File: src/rtl/universal_sr_ctrl_if.sv
// Command/handshake bundle between a bus master and the shift-register sequencer.
// The master drives cmd_*; the controller (slave) drives sel/parin/busy/done/cmd_ready.
interface universal_sr_ctrl_if #(
  parameter int unsigned WIDTH = 4,
  parameter int unsigned CNT_W = 4
);

  logic             cmd_valid;
  logic             cmd_ready;
  logic             cmd_load;
  logic             cmd_dir;
  logic [CNT_W-1:0] cmd_count;
  logic [WIDTH-1:0] cmd_data;
  logic [1:0]       sel;
  logic [WIDTH-1:0] parin;
  logic             busy;
  logic             done;

  modport master (
    output cmd_valid,
    output cmd_load,
    output cmd_dir,
    output cmd_count,
    output cmd_data,
    input  cmd_ready,
    input  sel,
    input  parin,
    input  busy,
    input  done
  );

  modport slave (
    input  cmd_valid,
    input  cmd_load,
    input  cmd_dir,
    input  cmd_count,
    input  cmd_data,
    output cmd_ready,
    output sel,
    output parin,
    output busy,
    output done
  );

endinterface

File: src/rtl/universal_sr_ctrl.sv
// Command sequencer for a 4-bit universal shift register. Accepts one command at a time
// (optional parallel load, then N shifts in one direction) and pulses done at the end.
// Every output comes straight from a flop; next-state output values are decoded from the
// next FSM state so the registered outputs line up with the state they describe.
module universal_sr_ctrl #(
  parameter int unsigned WIDTH = 4,
  parameter int unsigned CNT_W = 4
) (
  input logic              clk,
  input logic              clr,
  universal_sr_ctrl_if.slave bus
);

  localparam logic [1:0] SelHold  = 2'b00;
  localparam logic [1:0] SelRight = 2'b01;
  localparam logic [1:0] SelLeft  = 2'b10;
  localparam logic [1:0] SelLoad  = 2'b11;

  typedef enum logic [1:0] {
    StIdle,
    StLoad,
    StShift,
    StDone
  } state_e;

  state_e           state_q, state_d;
  logic [CNT_W-1:0] cnt_q, cnt_d;
  logic             dir_q, dir_d;
  logic [WIDTH-1:0] parin_q, parin_d;
  logic [1:0]       sel_q, sel_d;
  logic             busy_q, busy_d;
  logic             done_q, done_d;
  logic             ready_q, ready_d;
  logic             accept;

  // ready_q is high exactly in IDLE, so it doubles as the accept qualifier.
  assign accept = bus.cmd_valid & ready_q;

  // Next-state logic: command capture, load/shift/done sequencing and shift counting.
  always_comb begin
    state_d = state_q;
    cnt_d   = cnt_q;
    dir_d   = dir_q;
    parin_d = parin_q;
    unique case (state_q)
      StIdle: begin
        if (accept) begin
          parin_d = bus.cmd_data;
          dir_d   = bus.cmd_dir;
          cnt_d   = bus.cmd_count;
          if (bus.cmd_load) begin
            state_d = StLoad;
          end else if (bus.cmd_count != '0) begin
            state_d = StShift;
          end else begin
            state_d = StDone;
          end
        end
      end
      StLoad: begin
        state_d = (cnt_q != '0) ? StShift : StDone;
      end
      StShift: begin
        // Only entered with a nonzero count, so this never underflows.
        cnt_d = cnt_q - CNT_W'(1);
        if (cnt_q == CNT_W'(1)) begin
          state_d = StDone;
        end
      end
      StDone: begin
        state_d = StIdle;
      end
      default: begin
        state_d = StIdle;
      end
    endcase
  end

  // Output decode from the upcoming state, so the flops present it during that state.
  always_comb begin
    sel_d   = SelHold;
    busy_d  = 1'b1;
    done_d  = 1'b0;
    ready_d = 1'b0;
    unique case (state_d)
      StIdle: begin
        busy_d  = 1'b0;
        ready_d = 1'b1;
      end
      StLoad: begin
        sel_d = SelLoad;
      end
      StShift: begin
        sel_d = dir_d ? SelLeft : SelRight;
      end
      StDone: begin
        done_d = 1'b1;
      end
      default: begin
        sel_d = SelHold;
      end
    endcase
  end

  // State and output registers; clr aborts any command with no done pulse.
  always_ff @(posedge clk or negedge clr) begin
    if (!clr) begin
      state_q <= StIdle;
      cnt_q   <= '0;
      dir_q   <= 1'b0;
      parin_q <= '0;
      sel_q   <= SelHold;
      busy_q  <= 1'b0;
      done_q  <= 1'b0;
      ready_q <= 1'b1;
    end else begin
      state_q <= state_d;
      cnt_q   <= cnt_d;
      dir_q   <= dir_d;
      parin_q <= parin_d;
      sel_q   <= sel_d;
      busy_q  <= busy_d;
      done_q  <= done_d;
      ready_q <= ready_d;
    end
  end

  assign bus.sel       = sel_q;
  assign bus.parin     = parin_q;
  assign bus.busy      = busy_q;
  assign bus.done      = done_q;
  assign bus.cmd_ready = ready_q;

  // Structural invariants of the sequencer.
  sel_load_only_in_load : assert property (@(posedge clk) disable iff (!clr)
    (sel_q == SelLoad) |-> (state_q == StLoad));

  shift_cnt_nonzero : assert property (@(posedge clk) disable iff (!clr)
    (state_q == StShift) |-> (cnt_q != '0));

  done_single_cycle : assert property (@(posedge clk) disable iff (!clr)
    done_q |=> !done_q);

  ready_only_idle : assert property (@(posedge clk) disable iff (!clr)
    ready_q |-> (state_q == StIdle) && (sel_q == SelHold));

endmodule

File: src/flat_wrapper.sv
// flat-port wrapper written by rule: the top's interface ports become plain ports
module universal_sr_ctrl_flat 
#(
  parameter int unsigned WIDTH = 4,
  parameter int unsigned CNT_W = 4
)
  (clk, clr, bus_cmd_valid, bus_cmd_load, bus_cmd_dir, bus_cmd_count, bus_cmd_data, bus_cmd_ready, bus_sel, bus_parin, bus_busy, bus_done);
  universal_sr_ctrl_if #(.WIDTH(WIDTH), .CNT_W(CNT_W)) bus_i ();
  input logic clk;
  input logic clr;
  input wire logic [$bits(bus_i.cmd_valid)-1:0] bus_cmd_valid;
  input wire logic [$bits(bus_i.cmd_load)-1:0] bus_cmd_load;
  input wire logic [$bits(bus_i.cmd_dir)-1:0] bus_cmd_dir;
  input wire logic [$bits(bus_i.cmd_count)-1:0] bus_cmd_count;
  input wire logic [$bits(bus_i.cmd_data)-1:0] bus_cmd_data;
  output wire logic [$bits(bus_i.cmd_ready)-1:0] bus_cmd_ready;
  output wire logic [$bits(bus_i.sel)-1:0] bus_sel;
  output wire logic [$bits(bus_i.parin)-1:0] bus_parin;
  output wire logic [$bits(bus_i.busy)-1:0] bus_busy;
  output wire logic [$bits(bus_i.done)-1:0] bus_done;
  assign bus_i.cmd_valid = bus_cmd_valid;
  assign bus_i.cmd_load = bus_cmd_load;
  assign bus_i.cmd_dir = bus_cmd_dir;
  assign bus_i.cmd_count = bus_cmd_count;
  assign bus_i.cmd_data = bus_cmd_data;
  assign bus_cmd_ready = bus_i.cmd_ready;
  assign bus_sel = bus_i.sel;
  assign bus_parin = bus_i.parin;
  assign bus_busy = bus_i.busy;
  assign bus_done = bus_i.done;
  universal_sr_ctrl #(.WIDTH(WIDTH), .CNT_W(CNT_W)) u_core (.clk(clk), .clr(clr), .bus(bus_i));
endmodule
File: config.mk
export PLATFORM = sky130hd
export DESIGN_NAME = universal_sr_ctrl_flat
export DESIGN_NICKNAME = d
export VERILOG_FILES = /design/src/rtl/universal_sr_ctrl_if.sv /design/src/rtl/universal_sr_ctrl.sv /design/src/flat_wrapper.sv
export SDC_FILE = /design/constraint.sdc
export NUM_CORES = 1
export LEC_CHECK = 0
export ABC_AREA = 1
export BUFFER_PORTS_ARGS = -buffer_cell sky130_fd_sc_hd__buf_2
export CAP_MARGIN = 20
export CORE_ASPECT_RATIO = 1.4
export CORE_MARGIN = 1
export CORE_UTILIZATION = 35
export CTS_CLUSTER_SIZE = 40
export DETAILED_ROUTE_END_ITERATION = 16
export PLACE_DENSITY_LB_ADDON = 0.15
export SLEW_MARGIN = 25
export SYNTH_ARGS = -nofsm -noshare
export SYNTH_HDL_FRONTEND = slang
export SYNTH_SLANG_ARGS = --single-unit
File: constraint.sdc
create_clock -name clk -period 4.4 [get_ports clk]
set_input_delay 1.32 -clock clk [delete_from_list [all_inputs] [get_ports clk]]
set_output_delay 1.32 -clock clk [all_outputs]
set_load 0.01 [all_outputs]
==> impl_metrics.yaml <==
power:
  comb_power_share_pct: 54.1
  p_int_uw: 434
  power.density_nw_per_um2: 703
  p_clk_share_pct: 12.5
  swShare_pct: 45.2
  switching_power_uw: 357
  ir_drop_v: 0.000318
  power.leakage_uw: 0.000621
  p_seq_share_pct: 33.3
critical_path:
  cp_slowest_cell: "dfstp_2"
  path_delay_family: "flip-flops"
  end_kind: "output pin"
  critPathLaunchType: "flop"
  crit_type: "reg -> out"
  crit_arrival_ns: 1.03
  path_buf_inv: 1
  r2r-start: "u_core.state_q[0]"
  path_cells: "buf_2"
  cp.required_ns: 3.08
  r2r_cells: 11
  r2r_slack_ns: 2.48
  rr_endpoint: "u_core.bus.sel[1]"
  cp_max_fo: 5
  setup.worst_path.end: "bus_cmd_ready"
  crit_start: "u_core.bus.cmd_ready"
  cp.depth: 1
  cpPeakStageDelay_ns: 0.60
synth:
  synth.area.mux_share_pct: 0
  synthSimpleGateAreaFrac_pct: 25.8
  syn_nets: 137
  synth-adder-area-share_pct: 13.0
  synth_xor_area_share_pct: 0.907
  synth_common_cells: "nand2_1, inv_1, dfrtp_1, ha_1, nor2_1"
  synth-seq-area-share_pct: 41.6
  synth_cells: 114
  synthTopCellsByArea: "dfrtp_1, ha_1, nand2_1"
  synth-main-ff-cell: "dfrtp_1"
  synth_cell_types: 23
  synth_top_family_by_area: "simple AND/OR/NAND/NOR gates"
  avgSynthCellArea_sq_um: 8.47
  synth_compound_area_share_pct: 8.16
  yosysWarnings: 0
  synth_top_area_share_pct: 38.9
  synth_seq_cells: 16
  synth_largest_area_cell: "dfrtp_1"
  async_reset_ff_share_pct: 100
  synth_edf_count: 0
  synth_area_sq_um: 966
  synth.most_common_cell: "nand2_1"
place:
  port_buffers: 21
  hpwl_um: 1400
  place_congestion: 0.743
detailed_routing:
  remaining_drc_errors: 0
  via_per_inst: 4.42
  dr.pass1.iters: 4
  drtIter0Drc: 19
  num_vias: 760
  ant_nets: 0
  drt_wl_total_um: 1780
  wl_per_cell_um: 10.4
sta:
  grt_setup_unrepaired: "false"
  max_clock_freq_mhz: 425
  timing.final.max_slew_violations: 0
  tightest_slew_ns: 0.383
  relSlewSlack_pct: 74.4
  fin_hold_ws_ns: 0.492
  skew_ns: 0.00604
  setup_violations: 0
  fin_tns_setup_ns: 0
  period_needed_ns: 2.35
  finalCritPeriodShare_pct: 53.4
  hold_viol_final: 0
grt:
  antenna_found_initial: 0
  grt_max_degree: 17
  grt_usage_pct: 14.6
  grt_pass1_vias: 744
  grt_pass1_wl_um: 3220
  gr-total-overflow: 0
floorplan:
  die_x_um: 46.4
  rows: 22
  initial_utilization_pct: 36.9
  io_pins: 22
  dieArea_sq_um: 2980
  die_h_um: 64.2
  core_sq_um: 2620
hold_path:
  hp-start: "u_core.bus.parin[0]"
  hp-class: "reg -> reg"
clock_network:
  cts-hold-fix-buffers: 0
  clock_latency_ns: 0.29
  tritoncts: "yes"
  cts_setup_buffers: 0
  clk_transition_reported_paths_ns: 0.09
  cts_root_buf: "clkbuf_4"
  cts_buffers: 3
  cts_resized: 0
  htreeDepth: 1
  cts.sinks: 16
  cts.path.max_buffers: 2
layout:
  diodes: 0
  multi_input_area_sq_um: 462
  fillers: 291
  drive_above_1_share_pct: 28.7
  ff_latch_area_sq_um: 402
  layout.nets: 160
  areaGrowthSynthToFinish_pct: 16.5
outcome:
  outcome: "finished, final reports clean"
flow_run:
  cap_viol_max_count: 0
## state kept, by name, summed over array words and instances, names as in the netlist
signal / count
u_core.bus.busy: 1
u_core.bus.sel: 2
u_core.state_q: 2
u_core.bus.parin: 4
u_core.dir_q: 1
u_core.bus.done: 1
u_core.cnt_q: 4
u_core.bus.cmd_ready: 1
## stage by stage
step	total power [uW]	utilization, %	instances	setup slack (ns)	area, sq um
4_1_cts	808	43.0	172	2.03	1120
3_5_place_dp	704	41.6	168	1.82	1090
3_3_place_gp	694	41.6	168	1.86	1090
6_report	791	43.0	172	2.05	1120
2_1_floorplan	605	-	114	2.16	966
5_1_grt	887	43.0	172	1.99	1120
## worst min path at each step
stage                                to  slack, ns  cells past startpoint
detailed placement  u_core.bus.parin[1]       0.47                      2
global placement    u_core.bus.parin[1]       0.46                      2
global route        u_core.bus.parin[1]       0.52                      2
floorplan               u_core.cnt_q[3]       0.49                      2
finish              u_core.bus.parin[0]       0.49                      2
CTS                 u_core.bus.parin[1]       0.50                      2
## power groups by stage
stage | Clock [uW] | Combinational, uW | Sequential, uW
4_1_cts | 105 | 439 | 264
5_1_grt | 110 | 505 | 271
3_3_place_gp | 0 | 427 | 267
2_1_floorplan | 0 | 326 | 279
3_5_place_dp | 0 | 437 | 267
6_report | 99.1 | 428 | 264
## cells in the final DEF (no fill, tap or decap), types with 3 or more instances in the layout
master / netlist / final
nand2_1: 27 / 27
buf_2: 0 / 21
inv_1: 18 / 18
dfrtp_1: 15 / 15
ha_1: 10 / 10
nor2_1: 8 / 8
o21ai_0: 7 / 7
nand3_1: 5 / 5
nand4_1: 3 / 3
nand2_2: 3 / 3
clkbuf_4: 0 / 3
## metal layers
metal | share of wire, % | vias up | global-route usage, %
li1 | - | 397 | -
met1 | 45 | 349 | 19.4
met2 | 52 | 14 | 23.4
met3 | 3.0 | 0 | 2.54
met4 | 0 | 0 | 4.41
met5 | 0 | - | 0
## cells by family (layout without fill, tap and decap cells)
logic type,after synthesis,count (layout)
AND/OR/NAND/NOR,51,51
buffers and inverters,23,45
flip-flops,16,16
AO/OA/AOI/OAI,13,13
adder cells (fa/ha/maj),10,10
XOR/XNOR,1,1
## worst register-to-register path: stages (launching register included)
cell     delay, ns
dfrtp_1       0.40
inv_1         0.12
ha_1          0.41
inv_2         0.07
nand2_2       0.08
inv_1         0.04
nand2_1       0.08
nand2_1       0.05
nor2_1        0.16
ha_1          0.24
nand3_2       0.09
a21oi_2       0.12
## layout make-up
class	instances	area share, %
clock buffers	4	3.23
inverters	20	6.67
multi-input cells	75	41.0
repair buffers	21	9.34
flip-flops and latches	16	35.7
well taps	36	4.00
(Power assumes the default switching activity.)
